[src/rtl/plot_sequencer.sv]
// Per-frame render controller: clears the back buffer, draws the polyline segment by segment,
// then swaps buffers on vsync. Also muxes the single frame_buffer write port to the active drawer.
module plot_sequencer #(
  parameter int POINT_COUNT = 640,
  parameter int IDX_W       = 10
) (
  input  logic             clk,
  input  logic             rst_n,
  input  logic             enable,
  input  logic             vsync,
  output logic             point_req,
  output logic [IDX_W-1:0] point_idx,
  input  logic             point_ack,
  input  logic [9:0]       point_x,
  input  logic [8:0]       point_y,
  output logic             fill_start,
  input  logic             fill_ready,
  output logic             line_start,
  input  logic             line_ready,
  output logic [9:0]       x1,
  output logic [8:0]       y1,
  output logic [9:0]       x2,
  output logic [8:0]       y2,
  input  logic             fill_we,
  input  logic [18:0]      fill_addr,
  input  logic             fill_data,
  input  logic             line_we,
  input  logic [18:0]      line_addr,
  input  logic             line_data,
  output logic             fb_we,
  output logic [18:0]      fb_addr,
  output logic             fb_data,
  output logic             swap,
  output logic             busy,
  output logic             overrun
);

  typedef enum logic [3:0] {
    IDLE      = 4'd0,
    FILL_GO   = 4'd1,
    FILL_WAIT = 4'd2,
    FETCH0    = 4'd3,
    FETCH     = 4'd4,
    LINE_GO   = 4'd5,
    LINE_WAIT = 4'd6,
    WAIT_VS   = 4'd7,
    SWAP      = 4'd8
  } state_t;

  localparam logic [IDX_W-1:0] LAST_IDX   = IDX_W'(POINT_COUNT - 1);
  localparam logic             SKIP_LINES = (POINT_COUNT < 32'sd2);

  state_t           state_r, next_state_s;
  logic [IDX_W-1:0] idx_r, idx_nxt_s;
  logic [9:0]       prev_x_r, prev_x_nxt_s, x1_r, x1_nxt_s, x2_r, x2_nxt_s;
  logic [8:0]       prev_y_r, prev_y_nxt_s, y1_r, y1_nxt_s, y2_r, y2_nxt_s;
  logic             req_r, guard_r, fill_start_r, line_start_r, swap_r, busy_r, overrun_r;
  logic             ack_take_s;

  // An ack only counts while a request is actually outstanding.
  assign ack_take_s = req_r & point_ack;

  // Next-state and datapath update; guard_r masks ready in the cycle right after a start pulse.
  always_comb begin
    next_state_s = state_r;
    idx_nxt_s    = idx_r;
    prev_x_nxt_s = prev_x_r;
    prev_y_nxt_s = prev_y_r;
    x1_nxt_s     = x1_r;
    y1_nxt_s     = y1_r;
    x2_nxt_s     = x2_r;
    y2_nxt_s     = y2_r;
    case (state_r)
      IDLE: begin
        if (enable && fill_ready && line_ready) begin
          next_state_s = FILL_GO;
          idx_nxt_s    = {IDX_W{1'b0}};
        end else begin
          next_state_s = IDLE;
        end
      end
      FILL_GO: next_state_s = FILL_WAIT;
      FILL_WAIT: begin
        if (!guard_r && fill_ready) begin
          next_state_s = SKIP_LINES ? WAIT_VS : FETCH0;
        end else begin
          next_state_s = FILL_WAIT;
        end
      end
      FETCH0: begin
        if (ack_take_s) begin
          prev_x_nxt_s = point_x;
          prev_y_nxt_s = point_y;
          idx_nxt_s    = IDX_W'(1);
          next_state_s = FETCH;
        end else begin
          next_state_s = FETCH0;
        end
      end
      FETCH: begin
        if (ack_take_s) begin
          x1_nxt_s     = prev_x_r;
          y1_nxt_s     = prev_y_r;
          x2_nxt_s     = point_x;
          y2_nxt_s     = point_y;
          next_state_s = LINE_GO;
        end else begin
          next_state_s = FETCH;
        end
      end
      LINE_GO: next_state_s = LINE_WAIT;
      LINE_WAIT: begin
        if (!guard_r && line_ready) begin
          prev_x_nxt_s = x2_r;
          prev_y_nxt_s = y2_r;
          if (idx_r == LAST_IDX) begin
            next_state_s = WAIT_VS;
          end else begin
            idx_nxt_s    = idx_r + IDX_W'(1);
            next_state_s = FETCH;
          end
        end else begin
          next_state_s = LINE_WAIT;
        end
      end
      WAIT_VS: begin
        if (vsync) begin
          next_state_s = SWAP;
        end else begin
          next_state_s = WAIT_VS;
        end
      end
      SWAP:    next_state_s = IDLE;
      default: next_state_s = IDLE;
    endcase
  end

  // State, datapath and registered control outputs.
  always_ff @(posedge clk or negedge rst_n) begin
    if (!rst_n) begin
      state_r      <= IDLE;
      idx_r        <= {IDX_W{1'b0}};
      prev_x_r     <= 10'd0;
      prev_y_r     <= 9'd0;
      x1_r         <= 10'd0;
      y1_r         <= 9'd0;
      x2_r         <= 10'd0;
      y2_r         <= 9'd0;
      req_r        <= 1'b0;
      guard_r      <= 1'b0;
      fill_start_r <= 1'b0;
      line_start_r <= 1'b0;
      swap_r       <= 1'b0;
      busy_r       <= 1'b0;
      overrun_r    <= 1'b0;
    end else begin
      state_r      <= next_state_s;
      idx_r        <= idx_nxt_s;
      prev_x_r     <= prev_x_nxt_s;
      prev_y_r     <= prev_y_nxt_s;
      x1_r         <= x1_nxt_s;
      y1_r         <= y1_nxt_s;
      x2_r         <= x2_nxt_s;
      y2_r         <= y2_nxt_s;
      req_r        <= ((next_state_s == FETCH0) || (next_state_s == FETCH)) && !ack_take_s;
      guard_r      <= (state_r == FILL_GO) || (state_r == LINE_GO);
      fill_start_r <= (next_state_s == FILL_GO);
      line_start_r <= (next_state_s == LINE_GO);
      swap_r       <= (next_state_s == SWAP);
      busy_r       <= (next_state_s != IDLE);
      overrun_r    <= overrun_r | (vsync && (state_r != IDLE) && (state_r != WAIT_VS));
    end
  end

  // Write-port grant follows the registered state, so it includes the ready-sampling cycle.
  always_comb begin
    fb_we   = 1'b0;
    fb_addr = 19'd0;
    fb_data = 1'b0;
    case (state_r)
      FILL_GO, FILL_WAIT: begin
        fb_we   = fill_we;
        fb_addr = fill_addr;
        fb_data = fill_data;
      end
      LINE_GO, LINE_WAIT: begin
        fb_we   = line_we;
        fb_addr = line_addr;
        fb_data = line_data;
      end
      default: begin
        fb_we   = 1'b0;
        fb_addr = 19'd0;
        fb_data = 1'b0;
      end
    endcase
  end

  assign point_req  = req_r;
  assign point_idx  = idx_r;
  assign fill_start = fill_start_r;
  assign line_start = line_start_r;
  assign x1         = x1_r;
  assign y1         = y1_r;
  assign x2         = x2_r;
  assign y2         = y2_r;
  assign swap       = swap_r;
  assign busy       = busy_r;
  assign overrun    = overrun_r;

endmodule

[config.mk]
export PLATFORM = sky130hd
export DESIGN_NAME = plot_sequencer
export DESIGN_NICKNAME = d
export VERILOG_FILES = /design/src/rtl/plot_sequencer.sv
export SDC_FILE = /design/constraint.sdc
export NUM_CORES = 1
export LEC_CHECK = 0
export ABC_CLOCK_PERIOD_IN_PS = 1820
export CORE_ASPECT_RATIO = 1.75
export CORE_MARGIN = 5
export CORE_UTILIZATION = 25
export CTS_CLUSTER_SIZE = 30
export DETAILED_ROUTE_END_ITERATION = 12
export SYNTH_ARGS = -nofsm -noshare
export SYNTH_HDL_FRONTEND = slang
export SYNTH_SLANG_ARGS = --single-unit
[constraint.sdc]
create_clock -name clk -period 1.82 [get_ports clk]
set_input_delay 0.455 -clock clk [delete_from_list [all_inputs] [get_ports clk]]
set_output_delay 0.455 -clock clk [all_outputs]
set_load 0.02 [all_outputs]
# After elaboration in Yosys (flattened, before gate mapping)
# Cells that the tools add are included.
[word_totals] register_bits=78 latch_bits=0 mem_bits_rw=0 mem_bits_ro=0 memories=0
[classes] addsub=1 multipliers=0 div=0 n_lt_le_gt_ge=0 n_eq_ne=18 n_shift=0 n_mux=22 n_bitwise=2 reduce_logical=21
[ops] operator="10-bit two-way mux" n=6
[ops] operator="19-bit one-hot mux with 2 select lines" n=1
[ops] operator="4-bit one-hot mux with 8 select lines" n=1
[ops] operator="10-bit one-hot mux with 3 select lines" n=1
[ops] operator="4-bit by 3-bit == test with 1-bit output, second input constant" n=6
[ops] operator="10-bit one-hot mux with 2 select lines" n=1
[ops] operator="9-bit two-way mux" n=2
[ops] operator="9-bit one-hot mux with 2 select lines" n=1
[ops] operator="4-bit by 2-bit == test with 1-bit output, second input constant" n=3
[ops] operator="10-bit by 1-bit adder with 10-bit output, second input constant" n=1
[ops] operator="10-bit == test, second input constant" n=1
[ops] operator="4-bit by 1-bit == test with 1-bit output, second input constant" n=2
[ops] operator="4-bit two-way mux" n=2
[ops] operator="2-bit != test, second input constant" n=4
[ops] operator="4-bit nonzero test" n=2
[ops] operator="1-bit logical AND" n=7
[ops] operator="5-bit AND reduction" n=1
[ops] operator="4-bit == test, second input constant" n=1
[ops] operator="4-bit zero test" n=1
[ops] operator="4-bit by 3-bit != test with 1-bit output, second input constant" n=1
[ops] operator="1-bit one-hot mux with 2 select lines" n=2
[ops] operator="2-bit OR reduction" n=2
[ops] operator="1-bit two-way mux" n=3
[ops] operator="3-bit two-way mux" n=1
[ops] operator="9 further kinds" n=11

# Logic depth before layout (Yosys ltp)
# Gate-level depths: netlist of the first run.
[logic_depth] word_depth=7 ltp_mapped=8 depth_no_buf=6

# Least setup slack after synthesis of the first run
# OpenSTA, ideal clock, no wires.
[synth_path] path_type="reg-to-reg" startpoint="reg idx_r[0], in the netlist point_idx[0]" endpoint="reg busy_r, in the netlist busy" setup_time_ps=131 arrival_ps=1850 path_slack_ps=-161 stages_incl_launch_ff=6 path_buffers=0 path_cell_list="dfrtp_1 ha_1 nand3_1 o22ai_4 or4_4 or3_1"
[synth_between] elab_chain_len=5
[synth_rtl] element="start: declaration" line="54" source="logic [IDX_W-1:0] idx_r, idx_nxt_s;"
[synth_rtl] element="start signal: assignment" line="142" source="idx_r <= {IDX_W{1'b0}};"
[synth_rtl] element="start signal: assignment" line="158" source="idx_r <= idx_nxt_s;"
[synth_rtl] element="10-bit == test" line="116" source="if (idx_r == LAST_IDX) begin"
[synth_rtl] element="2-bit two-way mux" line="116"
[synth_rtl] element="4-bit two-way mux" line="113" source="if (!guard_r && line_ready) begin"
[synth_rtl] element="4-bit one-hot mux with 8 select lines" line="73" source="case (state_r)"
[synth_rtl] element="net next_state_s[1]" line="53" source="state_t state_r, next_state_s;"
[synth_rtl] element="4-bit nonzero test" line="170" source="busy_r <= (next_state_s != IDLE);"
[synth_rtl] element="end signal: assignment" line="170"
[synth_rtl] element="end: declaration" line="57" source="logic req_r, guard_r, fill_start_r, line_start_r, swap_r, busy_r, overrun_r;"
# The timed path passes the listed nets, and every way through them passes these cells.
# A chain may end at the register's enable or synchronous reset.

# Final worst setup path of the first run
[layout_path] startpoint="reg state_r[1]" endpoint="out fb_addr[17]"
[layout_between] elab_chain_len=3 word_cells_on_any_way=7
[layout_rtl] element="start: declaration" line="53"
[layout_rtl] element="start signal: assignment" line="157" source="state_r <= next_state_s;"
[layout_rtl] element="4-bit by 3-bit == test with 1-bit output (tied with other cells)" line="180" source="case (state_r)"
[layout_rtl] element="2-bit OR reduction" line="180"
[layout_rtl] element="19-bit one-hot mux with 2 select lines (*)" line="180"
[layout_rtl] element="end: declaration" line="31" source="output logic [18:0] fb_addr,"
# Mark *: on every way between the ends. The rest lies on a longest branch, timed or not.

==> results of run 1 <==
==> cell usage after synthesis (2+ instances only) <==
cell / n / share of area, %
a22o_1: 21 / 5.0
dfrtp_1: 78 / 54
nand2b_1: 3 / 0.51
nor3b_1: 2 / 0.41
a31oi_1: 27 / 4.6
a21oi_1: 3 / 0.41
and3_1: 3 / 0.51
nor4b_1: 2 / 0.48
o21ai_0: 9 / 1.2
buf_4: 2 / 0.41
nor3_1: 5 / 0.69
nor2_1: 31 / 3.2
or4_1: 2 / 0.41
nand4_1: 2 / 0.34
nand3_1: 8 / 1.1
buf_1: 2 / 0.21
buf_2: 7 / 0.96
clkbuf_1: 17 / 1.8
and4_1: 2 / 0.48
nand2_1: 166 / 17
==> cells by family (layout without fill, tap and decap cells) <==
logic type                 Yosys count  in the layout  share of synthesized area, %
adders and majority gates            1              1                        0.3431
and+or+nand+nor                    238            238                         28.14
buffers and inverters               30            229                         3.740
muxes                                1              1                        0.3088
AOI/OAI and AO/OA                   68             68                         13.45
xor gates and xnor gates             2              2                        0.4805
DFF                                 78             78                         53.53
==> worst reg2reg max path, stage by stage (launching register included) <==
cell	delay (ns)
dfrtp_1	0.42
buf_6	0.13
buf_6	0.10
buf_6	0.12
or4_4	0.50
a211o_1	0.32
nor2_4	0.12
mux2_4	0.30
==> cell type report <==
cell class / instances / area, µm² / area share, %
clock buffer: 9 / 225.2 / 3.391
clock inverter: 7 / 56.30 / 0.8478
inverter: 1 / 16.27 / 0.2449
multi-input combinational: 310 / 1877 / 28.26
sequential: 78 / 1958 / 29.48
tap: 180 / 225.2 / 3.391
timing repair buffer: 212 / 2283 / 34.38
==> routing by layer <==
metal	vias up	part of all wire, %
met5	-	0
met4	0	3.4
li1	1810	-
met2	137	56
met3	27	5.3
met1	1825	35
==> through the flow <==
stage / setup WS [ns] / utilization [%] / instance area (µm²) / hold slack (ns)
floorplan: -0.1261 / - / 3852 / 0.1594
global route: -0.4351 / 46.22 / 6641 / 0.04293
detailed placement: -0.4802 / 40.11 / 5763 / 0.3954
global placement: -0.4658 / 40.11 / 5763 / 0.3867
finish: -0.3529 / 46.22 / 6641 / 0.01843
CTS: -0.3657 / 44.76 / 6431 / 0.02675
==> worst paths after layout <==
kind | start | to | slack, ns | cells after the start
min in group clk | prev_y_r[3]$_DFFE_PN0P_ | y1[3]$_DFFE_PN0N_ | 0.46 | 2
max in group asynchronous | rst_n | point_idx[6]$_DFFE_PN0P_ | 1.26 | 2
min | rst_n | line_start$_DFF_PN0_ | 0.02 | 1
max reg2reg | state_r[0]$_DFF_PN0_ | point_idx[0]$_DFFE_PN0P_ | -0.31 | 7
min reg2reg | prev_y_r[3]$_DFFE_PN0P_ | y1[3]$_DFFE_PN0N_ | 0.46 | 2
max | state_r[1]$_DFF_PN0_ | fb_addr[17] | -0.35 | 6
==> sequential cells by signal, indices dropped and copies added (netlist names), 4 cells and up <==
name       cells
point_idx     10
prev_x_r      10
x1            10
x2            10
prev_y_r       9
y1             9
y2             9
state_r        4
==> timing repair <==
item                       4_1_cts  5_1_grt
setup endpoints to repair       75      103
gates cloned                     5        5
pin swaps                       28        8
hold endpoints to repair         0        0
gates resized for setup        188       35
hold buffers                     0        0
buffers inserted                15        4
==> report_power, final <==
part           switching (mW)  internal [mW]
combinational            3.01           3.40
sequential              0.445           2.39
clock                   0.757          0.940
total                    4.21           6.73
==> impl_results.md, run 1 <==
* Run status: finished, violations left
* Failing checks: setup timing
* Ys flop type: dfrtp_1
* Sequential area share after synthesis at 53.53%
* Layout area overhead at 82.16%
* Antenna cells at 0
* Period utilization at 119.4%
* Post-Layout Cell Count at 797
* Ys async rst share at 100.0%
* Worst Path Buf+Inv at 3
* Die Y at 169.8 µm
* Total number of vias at 3,799
* I/O Pins at 143
* Slew Limit Fails at 0
* First-pass GRT wire length at 20.98 mm
* Layout cells sized above 1 at 27.07%
* H-tree depth at 3
* RSZ-0062 raised after global routing: yes
* CP required at 1.36 ns
* Total Power at 10.94 mW
* HPWL Detailed at 9.149 mm
* Num CTS Buffers at 9
* Cells along the critical path: xnor2_2, buf_4, nor2_4, buf_12, a22o_4, buf_6
* Largest net degree at the start of global routing at 39
* Crit path launch type: register
* Min cycle time layout at 2.173 ns
* Sink Count at 78
* Vias per cell at 4.767
* CTS tree: built
* Layout net count at 681
* Yosys cell types at 46
* Number of max-cap violations at 0
* Vias in the first global route at 3,990
* Crit Path Category: register to primary output
* DRT Wirelength at 13.46 mm
* Clk_lat worst skew at 0.34 ns
* Grt ovf at 0
* Site row count at 58
* Gr busiest metal: met2
* Leakage at 3.235 nW
* PwrDens at 1647 nW/µm²
* GP Congestion at 0.8391
* WL/cell at 16.88 µm
* CP max-delay cell: dfrtp_1
* Synthesized area at 3646 µm²
* Pre-antenna DRT Iters at 5
* Most frequent cells in the layout: 164 x nand2_1, 92 x clkdlybuf4s50_1, 73 x dfrtp_1
* IO Port Bufs at 142
* Antenna-violating nets left at 0
* Cells after synthesis at 418
* DR iter-0 viols at 125
* Setup TNS at -11.50 ns
* Yosys reg bits at 78
* Remaining DRCs at 0
* Fillers at 1,388
* Met2 usage at 28.53%
* Clk_skew at 0.009153 ns
* CTS Root Cell: clkbuf_16
* Starting Density at 25.37%
* Critical Path Max Stage Delay at 0.41 ns
* Worst setup EP type: primary output
* Mapped Avg Cell Area at 8.722 µm²
* Final hold violation count at 0
* Critical path data arrival time at 1.72 ns
* Fmax at 460.2 MHz
* Syn nets at 487
* Max-slew headroom at 70.17%
* Crit path max-delay family: buffers and inverters
* Type of the tightest min-delay check: input port to asynchronous set/reset pin
* Core area at 14,370 µm²
* Clk buf depth at 2
* Clock transition at path regs at 0.07 ns
* Leading cell type in the layout, fill and taps excluded: nand2_1
* Worst-margin pin slew at 0.4465 ns
* Met3 Use GR at 2.633%
* Initial antenna violation count at 0
* Worst-path fanout max at 11
* Placed cells at 756
* Synth warnings at 0
* Total track usage at 15.65%
* GR Util met1 at 16.97%
* Die width at 101.3 µm
* Setup ws final at -0.3529 ns
* Worst vdd ir at 1018 µV
* Post-synth EDFFs at 0
* Final setup fails at 58
* Die Area at 17,190 µm²
(Power assumes the default switching activity.)
==> run 2: changes to the inputs <==
--- a/config.mk
+++ b/config.mk
@@ -11,6 +11,7 @@
 export CORE_UTILIZATION = 25
 export CTS_CLUSTER_SIZE = 30
 export DETAILED_ROUTE_END_ITERATION = 12
+export HOLD_SLACK_MARGIN = 0.03
 export SYNTH_ARGS = -nofsm -noshare
 export SYNTH_HDL_FRONTEND = slang
 export SYNTH_SLANG_ARGS = --single-unit
==> run 2 against run 1 <==
The flow still finishes with violations (setup timing). Maximum frequency hardly changed. Worst hold slack better by 0.45 ns. Die area stayed put. Clock skew hardly changed. Flip-flop and latch count stayed put. First-iteration DRC count is 4.8% higher. Design area is 0.15% higher. Register-to-register slack hardly changed. Final cell count is 0.13% higher. Via count is 0.71% lower. Combinational power hardly changed. Critical path type unchanged. Critical endpoint unchanged. Highest routed layer unchanged.
==> impl_results.md, run 2 (synthesized netlist as in run 1, its figures left out) <==
* FF/Latch Area at 1958 µm²
* Register-to-register setup slack at -0.31 ns
* Clk buf depth at 2
* Switching power share of the total at 38.47%
* Pre-antenna DRT Iters at 4
* Setup ws final at -0.3527 ns
* Critical Path Max Stage Delay at 0.41 ns
* P_int at 6.732 mW
* Layout net count at 682
* Max-slew headroom at 70.11%
* Num CTS Buffers at 9
* Vias in the first global route at 3,989
* CTS tree: built
* Met3 WL at 617 µm
* WL/cell at 16.85 µm
* Sequential power share at 25.9%
* Layout area overhead at 82.43%
* CP max-delay cell: dfrtp_1
* Grt ovf at 0
* Run status: finished, violations left
* Met2 routed WL at 7.576 mm
* First-pass GRT wire length at 20.97 mm
* Leading cell type in the layout, fill and taps excluded: nand2_1
* DR iter-0 viols at 131
* Slew Limit Fails at 0
* Crit Path Category: register to primary output
* I/O Pins at 143
* Multi-input gate area at 1877 µm²
* H-tree depth at 3
* Min cycle time layout at 2.173 ns
* Worst setup EP type: primary output
* Remaining DRCs at 0
* CTS Root Cell: clkbuf_16
* Worst-margin pin slew at 0.4474 ns
* Type of the tightest min-delay check: register to register
* Worst-path fanout max at 11
* P_sw at 4.209 mW
* Starting Density at 25.37%
* Fmax at 460.2 MHz
* Final hold violation count at 0
* Critical path data arrival time at 1.72 ns
* Largest net degree at the start of global routing at 39
* Metal-1 WL at 4.803 mm
* Core area at 14,370 µm²
* RSZ-0062 raised after global routing: yes
* Final setup fails at 57
* Die Area at 17,190 µm²
* Vias per cell at 4.727
* DRT Wirelength at 13.45 mm
* Final Core Density at 46.29%
* Clock transition at path regs at 0.06 ns
* Clk_lat worst skew at 0.34 ns
* Crit path max-delay family: buffers and inverters
* Clk_skew at 0.009135 ns
* IO Port Bufs at 142
* Period utilization at 119.4%
* HPWL Detailed at 9.149 mm
* Number of max-cap violations at 0
* Failing checks: setup timing
* Crit path launch type: register
* Most frequent cells in the layout: 164 x nand2_1, 92 x clkdlybuf4s50_1, 73 x dfrtp_1
* PwrDens at 1645 nW/µm²
* Total Power at 10.94 mW
* Die Y at 169.8 µm
* Antenna-violating nets left at 0
* Initial antenna violation count at 0
* Combinational share of power at 58.5%
* Sink Count at 78
* Fillers at 1,387
* Die width at 101.3 µm
* GP Congestion at 0.8391
* CP required at 1.36 ns
* Antenna cells at 0
* Worst vdd ir at 1018 µV
* Cells along the critical path: xnor2_2, buf_4, nor2_4, buf_12, a22o_4, buf_6
* Total track usage at 15.65%
* Clock Power Share at 15.5%
* Highest Signal Layer: met4
* Total number of vias at 3,772
* Leakage at 3.239 nW
* Worst Path Buf+Inv at 3
* Layout cells sized above 1 at 27.02%
* Site row count at 58
run 2: what timing repair did:
item,CTS,global route
setup buffers,15,4
hold buffers,1,0
cloned,5,5
pin swaps,28,8
hold endpoints to repair,9,0
resized for setup,188,35
setup endpoints to repair,75,103
run 2: final timing paths:
check                                         from  cells after the start                  endpoint
max                           state_r[1]$_DFF_PN0_                      6               fb_addr[17]
min                        prev_y_r[3]$_DFFE_PN0P_                      2         y1[3]$_DFFE_PN0N_
max reg2reg                   state_r[0]$_DFF_PN0_                      7  point_idx[0]$_DFFE_PN0P_
min reg2reg                prev_y_r[3]$_DFFE_PN0P_                      2         y1[3]$_DFFE_PN0N_
max in group asynchronous                    rst_n                      3  point_idx[6]$_DFFE_PN0P_
min in group asynchronous                    rst_n                      2         y2[4]$_DFFE_PN0N_
run 2: worst reg2reg max path, stage by stage, from the launching register on:
cell	delay, ns
dfrtp_1	0.42
buf_6	0.13
buf_6	0.10
buf_6	0.12
or4_4	0.50
a211o_1	0.32
nor2_4	0.12
mux2_4	0.30
run 2: area by class of cell:
cell class / instances / share of cell area, %
flip-flops and latches: 78 / 29.44
repair buffers: 213 / 34.48
clock buffers: 9 / 3.386
well taps: 180 / 3.386
multi-input cells: 310 / 28.22
inverters: 1 / 0.2445
clock inverters: 7 / 0.8465
run 2: through the flow:
| stage | hold slack [ns] | setup TNS [ns] | setup slack [ns] | instance area, µm² | std cells |
|---|---|---|---|---|---|
| global route | 0.4846 | -17.57 | -0.4351 | 6651 | 798 |
| global placement | 0.3867 | -25.50 | -0.4658 | 5763 | 756 |
| CTS | 0.4682 | -12.31 | -0.3657 | 6441 | 792 |
| detailed placement | 0.3954 | -27.35 | -0.4802 | 5763 | 756 |
| finish | 0.4652 | -11.44 | -0.3527 | 6651 | 798 |
| floorplan | 0.1594 | -0.2198 | -0.1261 | 3852 | 418 |
run 2: power by group through the flow:
stage               Clock, mW  Sequential (mW)  Combinational, mW
finish                   1.70             2.84               6.40
global route             1.80             2.93               6.82
CTS                      1.75             2.84               6.25
detailed placement          0             2.85               5.34
global placement            0             2.83               5.27
floorplan                   0             3.24               2.52
run 2: routing by layer:
metal,vias up,global-route usage (%)
met2,115,28.51
met4,0,7.928
li1,1813,-
met5,-,0
met1,1819,17.00
met3,25,2.633
==> run 3: changes to the inputs <==
--- a/config.mk
+++ b/config.mk
@@ -12,6 +12,7 @@
 export CTS_CLUSTER_SIZE = 30
 export DETAILED_ROUTE_END_ITERATION = 12
 export HOLD_SLACK_MARGIN = 0.03
+export SKIP_LAST_GASP = 1
 export SYNTH_ARGS = -nofsm -noshare
 export SYNTH_HDL_FRONTEND = slang
 export SYNTH_SLANG_ARGS = --single-unit
==> run 3 against run 2 <==
The run still ends with setup timing left. Clock skew about the same. Die area unchanged. Critical path depth unchanged. Core utilization decreased by 0.096 points. Flip-flop and latch count unchanged. Critical path type unchanged. Largest cell class unchanged. Largest power group unchanged. Highest routed layer unchanged.
==> impl_results.md, run 3 (synthesized netlist as in run 1, its figures left out) <==
* Total track usage at 15.65%
* H-tree depth at 3
* Final setup fails at 57
* Leakage at 3.237 nW
* CP max-delay cell: dfrtp_1
* DR iter-0 viols at 140
* Hold depth at 2
* Remaining DRCs at 0
* Antenna cells at 0
* Reg2Reg Depth at 7
* Critical Path Max Stage Delay at 0.41 ns
* Total Power at 10.92 mW
* Antenna-violating nets left at 0
* Gr busiest metal: met2
* Worst-path fanout max at 11
* Crit Path Category: register to primary output
* Worst-margin pin slew at 0.4515 ns
* Total number of vias at 3,780
* Met2 usage at 28.51%
* Most frequent cells in the layout: 164 x nand2_1, 92 x clkdlybuf4s50_1, 72 x dfrtp_1
* Met3 Use GR at 2.633%
* Final hold violation count at 0
* Period utilization at 119.4%
* Clk buf depth at 2
* Vias in the first global route at 3,989
* Fmax at 460.0 MHz
* PwrDens at 1645 nW/µm²
* Layout net count at 682
* I/O Pins at 143
* Critical path data arrival time at 1.72 ns
* Crit path launch type: register
* GP Congestion at 0.8391
* RSZ-0062 raised after global routing: yes
* Initial antenna violation count at 0
* Number of max-cap violations at 0
* IO Port Bufs at 142
* Leading cell type in the layout, fill and taps excluded: nand2_1
* Clock transition at path regs at 0.07 ns
* Worst vdd ir at 1018 µV
* Die Y at 169.8 µm
* CP required at 1.36 ns
* Vias per cell at 4.737
* Layout area overhead at 82.05%
* CTS Root Cell: clkbuf_16
* Grt ovf at 0
* Setup ws final at -0.3538 ns
* Type of the tightest min-delay check: register to register
* Die Area at 17,190 µm²
* Sink Count at 78
* Run status: finished, violations left
* CTS tree: built
* WL/cell at 16.76 µm
* Starting Density at 25.37%
* DRT Wirelength at 13.38 mm
* Clk_skew at 0.009587 ns
* Failing checks: setup timing
* Largest net degree at the start of global routing at 39
* Clk_lat worst skew at 0.34 ns
* HPWL Detailed at 9.149 mm
* Post-Layout Cell Count at 798
* Placed cells at 756
* Cells along the critical path: xnor2_2, buf_4, nor2_4, buf_12, a22o_4, buf_6
* Slew Limit Fails at 0
* First-pass GRT wire length at 20.97 mm
* Layout cells sized above 1 at 26.38%
* Worst setup EP type: primary output
* GR Util met1 at 17.00%
* Num CTS Buffers at 9
* Pre-antenna DRT Iters at 6
* Core area at 14,370 µm²
* Fillers at 1,381
* Max-slew headroom at 69.84%
* Site row count at 58
* Die width at 101.3 µm
* Min cycle time layout at 2.174 ns
run 3: cell type report:
cell class | count | area [µm²] | share of cell area, %
clock buffer | 9 | 225.2 | 3.393
inverter | 1 | 16.27 | 0.2451
timing repair buffer | 213 | 2293 | 34.55
sequential | 78 | 1959 | 29.52
tap | 180 | 225.2 | 3.393
clock inverter | 7 | 56.30 | 0.8483
multi-input combinational | 310 | 1862 | 28.05
run 3: power by group:
| group | switching, mW | internal [mW] | leakage (nW) | total (mW) |
|---|---|---|---|---|
| registers | 0.439 | 2.39 | 0.978 | 2.83 |
| logic | 2.99 | 3.39 | 2.12 | 6.39 |
| clock network | 0.759 | 0.940 | 0.137 | 1.70 |
run 3: final timing paths:
| path | start | endpoint | slack, ns |
|---|---|---|---|
| worst max-delay path | state_r[1]$_DFF_PN0_ | fb_addr[1] | -0.35 |
| worst min-delay path | prev_y_r[3]$_DFFE_PN0P_ | y1[3]$_DFFE_PN0N_ | 0.46 |
| worst max register to register | state_r[0]$_DFF_PN0_ | point_idx[0]$_DFFE_PN0P_ | -0.31 |
| worst min register to register | prev_y_r[3]$_DFFE_PN0P_ | y1[3]$_DFFE_PN0N_ | 0.46 |
| max in group asynchronous | rst_n | point_idx[6]$_DFFE_PN0P_ | 0.70 |
| min in group asynchronous | rst_n | y2[4]$_DFFE_PN0N_ | 0.58 |
run 3: timing repair:
action | 4_1_cts | 5_1_grt
resized for setup | 186 | 33
pin swaps | 28 | 8
hold buffers | 1 | 0
endpoints found under the hold margin | 9 | 0
setup endpoints to repair | 75 | 104
buffers inserted | 15 | 4
cloned | 5 | 5
run 3: critical path: cells and delay by family (launching register included):
kind	cells	cell delay, ns
buffers and inverters	3	0.44
XOR/XNOR	1	0.25
flip-flops	1	0.41
AO/OA/AOI/OAI	1	0.22
AND/OR/NAND/NOR	1	0.05
run 3: per-stage QoR:
step / cell area, µm² / setup slack (ns) / hold slack (ns) / utilization, % / setup TNS [ns]
2_1_floorplan: 3852 / -0.1261 / 0.1594 / - / -0.2198
3_3_place_gp: 5763 / -0.4658 / 0.3867 / 40.11 / -25.50
3_5_place_dp: 5763 / -0.4802 / 0.3954 / 40.11 / -27.35
4_1_cts: 6444 / -0.3657 / 0.4682 / 44.85 / -14.29
5_1_grt: 6638 / -0.4351 / 0.4854 / 46.19 / -17.53
6_report: 6638 / -0.3538 / 0.4641 / 46.19 / -11.48
run 3: routing by layer:
layer	up-vias	part of all wire (%)
met4	0	3.4
met3	25	5.4
met5	-	0
li1	1812	-
met2	130	56
met1	1813	35
